## config.mk

```make
export PLATFORM = sky130hd
export DESIGN_NAME = mem_port_arbiter_flat
export DESIGN_NICKNAME = d
export VERILOG_FILES = /design/src/rtl/mem_port_arbiter_if.sv /design/src/rtl/mem_port_arbiter.sv /design/src/flat_wrapper.sv
export SDC_FILE = /design/constraint.sdc
export NUM_CORES = 1
export LEC_CHECK = 0
export ABC_AREA = 1
export CAP_MARGIN = 20
export CORE_AREA = 2 2 105 107
export CTS_CLUSTER_DIAMETER = 60
export DETAILED_ROUTE_END_ITERATION = 16
export DIE_AREA = 0 0 107 109
export PLACE_DENSITY_LB_ADDON = 0.05
export SYNTH_ARGS = -nofsm -noshare
export SYNTH_HDL_FRONTEND = slang
export SYNTH_SLANG_ARGS = --single-unit
```

## constraint.sdc

```tcl
create_clock -name clk -period 2.15 [get_ports clk]
set_input_delay 0.43 -clock clk [delete_from_list [all_inputs] [get_ports clk]]
set_output_delay 0.43 -clock clk [all_outputs]
set_load 0.03 [all_outputs]
```

## src/rtl/mem_port_arbiter_if.sv

```systemverilog
// Purpose: bundles the fetch port, data port, memory bus and busy flag of mem_port_arbiter.
// Latency: none, wires only.
// Backpressure: none here; the arbiter holds requesters off through ready and stall.
//
// Ports (signals):
//   if_req/if_addr -> arbiter, if_rdata/if_ready/if_stall <- arbiter   (fetch side)
//   d_req/d_we/d_addr/d_wdata -> arbiter, d_rdata/d_ready/d_stall <-   (data side)
//   mem_req/mem_we/mem_addr/mem_wdata <- arbiter, mem_rdata ->         (memory side)
//   busy <- arbiter
// Modports: slave = the arbiter's view, master = the surrounding pipeline/memory.
interface mem_port_arbiter_if #(
  parameter int ADDR_W = 32,
  parameter int DATA_W = 32
);
  logic              if_req;
  logic [ADDR_W-1:0] if_addr;
  logic [DATA_W-1:0] if_rdata;
  logic              if_ready;
  logic              if_stall;

  logic              d_req;
  logic              d_we;
  logic [ADDR_W-1:0] d_addr;
  logic [DATA_W-1:0] d_wdata;
  logic [DATA_W-1:0] d_rdata;
  logic              d_ready;
  logic              d_stall;

  logic              mem_req;
  logic              mem_we;
  logic [ADDR_W-1:0] mem_addr;
  logic [DATA_W-1:0] mem_wdata;
  logic [DATA_W-1:0] mem_rdata;

  logic              busy;

  modport slave (
    input  if_req, if_addr, d_req, d_we, d_addr, d_wdata, mem_rdata,
    output if_rdata, if_ready, if_stall, d_rdata, d_ready, d_stall,
           mem_req, mem_we, mem_addr, mem_wdata, busy
  );

  modport master (
    output if_req, if_addr, d_req, d_we, d_addr, d_wdata, mem_rdata,
    input  if_rdata, if_ready, if_stall, d_rdata, d_ready, d_stall,
           mem_req, mem_we, mem_addr, mem_wdata, busy
  );
endinterface

```

## src/rtl/mem_port_arbiter.sv

```systemverilog
// Purpose: shares one single-ported fixed-latency memory between fetch (IF) and data (D) ports.
// Latency: grant in cycle t, ready pulse with read data in t+MEM_LAT, next grant no earlier than t+MEM_LAT+1.
// Backpressure: requesters hold their request until a one-cycle ready; stall = req & ~ready.
//
// Ports: clk, rst (synchronous, active-low); bus (mem_port_arbiter_if.slave) carrying the
// IF request/response, D request/response, memory request bus and the busy flag.
// D wins simultaneous requests; after MAX_STREAK back-to-back D grants with IF waiting, IF wins.
module mem_port_arbiter #(
  parameter int ADDR_W     = 32,
  parameter int DATA_W     = 32,
  parameter int MEM_LAT    = 2,
  parameter int MAX_STREAK = 2
) (
  input  logic                 clk,
  input  logic                 rst,
  mem_port_arbiter_if.slave    bus
);

  typedef enum logic {ST_IDLE, ST_WAIT} state_t;
  typedef enum logic {OWN_IF, OWN_D}    owner_t;

  localparam logic [3:0] CNT_INIT   = 4'(MEM_LAT - 1);
  localparam logic [3:0] STREAK_LIM = 4'(MAX_STREAK);

  state_t      state_q, state_d;
  owner_t      owner_q, owner_d;
  logic [3:0]  cnt_q, cnt_d;
  logic [3:0]  streak_q, streak_d;

  logic              win_d;
  logic              grant;
  logic              resp;
  logic [ADDR_W-1:0] grant_addr;
  logic [DATA_W-1:0] grant_wdata;

  // D takes the memory whenever it asks, except when IF is waiting and has already
  // watched STREAK_LIM data grants go by.
  assign win_d = bus.d_req & ~(bus.if_req & (streak_q == STREAK_LIM));
  assign grant = rst & (state_q == ST_IDLE) & (bus.if_req | bus.d_req);

  // Response cycle is the last WAIT cycle. Gating with rst drops an access that is
  // being abandoned by reset, so no ready escapes for it.
  assign resp = rst & (state_q == ST_WAIT) & (cnt_q == 4'd0);

  assign grant_addr  = win_d ? bus.d_addr  : bus.if_addr;
  assign grant_wdata = win_d ? bus.d_wdata : '0;

  always_comb begin
    state_d  = state_q;
    owner_d  = owner_q;
    cnt_d    = cnt_q;
    streak_d = streak_q;
    case (state_q)
      ST_IDLE: begin
        if (grant) begin
          state_d = ST_WAIT;
          owner_d = win_d ? OWN_D : OWN_IF;
          cnt_d   = CNT_INIT;
          // Only a D grant that bypassed a waiting fetch lengthens the streak.
          if (win_d && bus.if_req) begin
            streak_d = streak_q + 4'd1;
          end else begin
            streak_d = 4'd0;
          end
        end
      end
      ST_WAIT: begin
        if (cnt_q == 4'd0) begin
          state_d = ST_IDLE;
        end else begin
          cnt_d = cnt_q - 4'd1;
        end
      end
      default: state_d = ST_IDLE;
    endcase
  end

  always_ff @(posedge clk) begin
    if (!rst) begin
      state_q  <= ST_IDLE;
      owner_q  <= OWN_IF;
      cnt_q    <= 4'd0;
      streak_q <= 4'd0;
    end else begin
      state_q  <= state_d;
      owner_q  <= owner_d;
      cnt_q    <= cnt_d;
      streak_q <= streak_d;
    end
  end

  assign bus.mem_req   = grant;
  assign bus.mem_we    = grant & win_d & bus.d_we;
  assign bus.mem_addr  = grant_addr;
  assign bus.mem_wdata = grant_wdata;

  assign bus.if_ready  = resp & (owner_q == OWN_IF);
  assign bus.d_ready   = resp & (owner_q == OWN_D);
  assign bus.if_rdata  = bus.mem_rdata;
  assign bus.d_rdata   = bus.mem_rdata;

  assign bus.if_stall  = bus.if_req & ~bus.if_ready;
  assign bus.d_stall   = bus.d_req & ~bus.d_ready;
  assign bus.busy      = (state_q == ST_WAIT);

endmodule
```

## src/flat_wrapper.sv

```systemverilog
// flat-port wrapper written by rule: the top's interface ports become plain ports
module mem_port_arbiter_flat 
#(
  parameter int ADDR_W     = 32,
  parameter int DATA_W     = 32,
  parameter int MEM_LAT    = 2,
  parameter int MAX_STREAK = 2
)
  (clk, rst, bus_if_req, bus_if_addr, bus_d_req, bus_d_we, bus_d_addr, bus_d_wdata, bus_mem_rdata, bus_if_rdata, bus_if_ready, bus_if_stall, bus_d_rdata, bus_d_ready, bus_d_stall, bus_mem_req, bus_mem_we, bus_mem_addr, bus_mem_wdata, bus_busy);
  mem_port_arbiter_if #(.ADDR_W(ADDR_W), .DATA_W(DATA_W)) bus_i ();
  input  logic clk;
  input  logic rst;
  input wire logic [$bits(bus_i.if_req)-1:0] bus_if_req;
  input wire logic [$bits(bus_i.if_addr)-1:0] bus_if_addr;
  input wire logic [$bits(bus_i.d_req)-1:0] bus_d_req;
  input wire logic [$bits(bus_i.d_we)-1:0] bus_d_we;
  input wire logic [$bits(bus_i.d_addr)-1:0] bus_d_addr;
  input wire logic [$bits(bus_i.d_wdata)-1:0] bus_d_wdata;
  input wire logic [$bits(bus_i.mem_rdata)-1:0] bus_mem_rdata;
  output wire logic [$bits(bus_i.if_rdata)-1:0] bus_if_rdata;
  output wire logic [$bits(bus_i.if_ready)-1:0] bus_if_ready;
  output wire logic [$bits(bus_i.if_stall)-1:0] bus_if_stall;
  output wire logic [$bits(bus_i.d_rdata)-1:0] bus_d_rdata;
  output wire logic [$bits(bus_i.d_ready)-1:0] bus_d_ready;
  output wire logic [$bits(bus_i.d_stall)-1:0] bus_d_stall;
  output wire logic [$bits(bus_i.mem_req)-1:0] bus_mem_req;
  output wire logic [$bits(bus_i.mem_we)-1:0] bus_mem_we;
  output wire logic [$bits(bus_i.mem_addr)-1:0] bus_mem_addr;
  output wire logic [$bits(bus_i.mem_wdata)-1:0] bus_mem_wdata;
  output wire logic [$bits(bus_i.busy)-1:0] bus_busy;
  assign bus_i.if_req = bus_if_req;
  assign bus_i.if_addr = bus_if_addr;
  assign bus_i.d_req = bus_d_req;
  assign bus_i.d_we = bus_d_we;
  assign bus_i.d_addr = bus_d_addr;
  assign bus_i.d_wdata = bus_d_wdata;
  assign bus_i.mem_rdata = bus_mem_rdata;
  assign bus_if_rdata = bus_i.if_rdata;
  assign bus_if_ready = bus_i.if_ready;
  assign bus_if_stall = bus_i.if_stall;
  assign bus_d_rdata = bus_i.d_rdata;
  assign bus_d_ready = bus_i.d_ready;
  assign bus_d_stall = bus_i.d_stall;
  assign bus_mem_req = bus_i.mem_req;
  assign bus_mem_we = bus_i.mem_we;
  assign bus_mem_addr = bus_i.mem_addr;
  assign bus_mem_wdata = bus_i.mem_wdata;
  assign bus_busy = bus_i.busy;
  mem_port_arbiter #(.ADDR_W(ADDR_W), .DATA_W(DATA_W), .MEM_LAT(MEM_LAT), .MAX_STREAK(MAX_STREAK)) u_core (.clk(clk), .rst(rst), .bus(bus_i));
endmodule
```

==> out/results.ini <==
[run_status]
status=finished, final reports clean

[pwr]
power.switching_mw=0.474
pwr-share-clk_pct=16.1
power.density_nw_per_um2=360
intPower_mw=0.707
pwr-share-comb_pct=66.2
seq_power_share_pct=17.7
swShare_pct=40.1
ir_drop_mv=0.213
leakagePower_nw=1.72

[sta]
skew_ps=2.27
slew_violations=0
worst_pin_slew_ps=309
final_hold_viol_count=0
max_freq_ghz=0.488
whs_ps=500
period_share_pct=95.2
max-slew-margin-rel_pct=79.4
setup_viol=0
period_minus_slack_ps=2050
setup_ws_ps=102

[setup_path]
cp_max_fo=26
max_stage_delay_ps=340
crit_slowest_cell=dfxtp_2
worstPathCellList=inv_4 > ha_4 > nand3_4 > nand2_4 > buf_6 > buf_12 > buf_12 > nor2_1 > buf_4
reg2reg_from=u_core.streak_q[1]$_SDFFE_PN0P_
critical_path_arrival_ps=1620
cpMostUsedCell=buf_12
cp_num_buf_inv=5
r2r_end=u_core.owner_q$_SDFFE_PN0P_
crit_family=buffers and inverters
crit_type=register to output port
ff2ff_path_depth=8
crit_cells=9
cp-start-kind=register
end_kind=output port
rrSetupSlack_ps=800
required_ps=1720

[hold_path]
whs_path_depth=2
hold_path.class=register to register
hp-start=u_core.streak_q[1]$_SDFFE_PN0P_
whs_endpoint=u_core.streak_q[1]$_SDFFE_PN0P_

[synth]
synth_seq_area_share_pct=11.2
synth_top_area_share_pct=27.4
synth_area_leaders=buf_4 27%, nand2_1 24%, dfxtp_1 11%, inv_1 11%, nor2_1 9.7%
yosysWarnings=0
synthesis.nets=456
syn_area_sq_um=1780
yosysTopAreaCell=buf_4
ys_ff_latch=10
syn_inst=320
synth.distinct_cells=17
avgSynthCellArea_sq_um=5.57

[floorplan]
die_w_microns=107
io_pins=268
rows=38
core_sq_um=10600
start_util_pct=16.8
die_area_sq_um=11700
die_y_microns=109

[routing]
drt_iter0_drc=97
first_pass_iters=4
drc=0
vias_per_cell=3.65
routed_wl_microns=7900
ant_nets=0
wire_per_inst_microns=13.6
vias=2121

[finish]
final_util_pct=31.0
drive_above_1_share_pct=26.8
fin_area_sq_um=3280
syn2layout_area_growth_pct=84.3
layout.nets=579
fin_cells=581
n_antenna_cell=0

[clock_tree]
cts_buffer_depth=2
cts_tree=done
cts_sinks=10
insertion_delay_ps=230
numCtsBuffers=3
cts_root_buffer=clkbuf_8
holdBufCountCts=0
h-tree-depth=1
clk_pin_slew_ps=50

[run]
max_cap_viol_count=0

[grt]
grt_usage_pct=12.3
grt_max_degree=27
antenna_found_initial=1
grt_pass1_vias=1908
grt_first_pass_wirelength_microns=11000
grt.overflow.total=0

[placed_design]
placed_cells=568
dpl-instance-area_sq_um=3020
place_congestion=0.699
io_buffers=171
pre_cts_slack_ps=-20.9
dpl.hpwl_microns=6290

## worst reg2reg max path, stage by stage, from the launching register on
cell        delay, ps
dfxtp_2           380
ha_4              150
nand3_4            80
nand2_4            90
clkinvlp_4        100
buf_4             140
buf_4             120
nand2_1            70
o21ai_0            90
## cells by family after synthesis
family | after synthesis | synth area share (%)
AOI/OAI and AO/OA | 7 | 2.04
adders and majority gates | 3 | 2.11
buffers and inverters | 124 | 45.1
DFF | 10 | 11.2
and+or+nand+nor | 176 | 39.5
## worst max path at each step
| stage | from | end | slack, ps |
|---|---|---|---|
| after floorplan | u_core.cnt_q[0]$_SDFFE_PN0P_ | bus_d_stall | 260 |
| after global routing | u_core.streak_q[0]$_SDFFE_PN0P_ | bus_mem_addr[5] | -0.6 |
| after CTS | u_core.streak_q[0]$_SDFFE_PN0P_ | bus_mem_addr[26] | 20 |
| after global placement | bus_if_req | bus_mem_wdata[4] | -20 |
| final | u_core.streak_q[0]$_SDFFE_PN0P_ | bus_mem_wdata[5] | 100 |
| after detailed placement | bus_if_req | bus_mem_wdata[5] | -20 |
## registers in the layout, indices dropped and copies added, names as in the netlist
register / flops
u_core.owner_q: 1
u_core.streak_q: 4
u_core.cnt_q: 4
u_core.bus.busy: 1
## synthesized netlist by cell type (all sizes together)
master / count
a21oi: 4
or2: 1
dfxtp: 10
buf: 74
o21ai: 2
inv: 50
nor3: 1
nand3: 10
o22ai: 1
ha: 3
nor2: 48
nand2: 116
## power groups by stage
stage	registers [mW]	clock network [mW]	logic (mW)
after CTS	0.208	0.197	0.787
after global placement	0.212	0	0.741
after floorplan	0.213	0	0.584
after global routing	0.210	0.216	0.841
after detailed placement	0.212	0	0.737
final	0.209	0.190	0.782
## per-stage QoR
stage               total power, mW  TNS (ps)
floorplan                     0.797         0
global placement              0.953      -219
detailed placement            0.949      -226
CTS                            1.19         0
global route                   1.27    -0.599
finish                         1.18         0
## final cells by class
type / count / area [sq um]
clock buffer: 3 / 41.3
fill: 1169 / 7320
multi-input combinational: 186 / 833
timing repair buffer: 192 / 1840
inverter: 50 / 194
sequential: 10 / 203
tap: 140 / 175
## routing by layer
metal  global-route usage (%)  share of wire (%)  routed length, microns  up-vias
li1                         -                  -                       -     1105
met1                     13.3                 38                    3000      900
met2                     22.3                 50                    3950      110
met3                     5.50                 12                     915        4
met4                     2.13               0.25                      20        2
met5                        0               0.22                      17        -
## placed cells by master, fill, tap and decap left out, types with 2 or more instances in the layout
master	synthesis	routed
a21oi_1	4	4
buf_12	3	6
buf_16	0	3
buf_4	65	79
buf_6	6	3
clkbuf_8	0	3
clkdlybuf4s50_1	0	99
dfxtp_1	10	8
dfxtp_2	0	2
dlygate4sd2_1	0	2
ha_1	3	2
inv_1	50	48
nand2_1	113	113
nand2_2	3	2
nand3_1	9	9
nor2_1	46	34
nor2_2	0	12
nor2_4	2	2
o21ai_0	2	2
## repair_timing
action                                  4_1_cts  5_1_grt
setup buffers                                 7        0
endpoints found under the setup margin       20       62
pin swaps                                     2        1
resized for setup                            22        7
cloned                                        3        0
(Power assumes the default switching activity.)
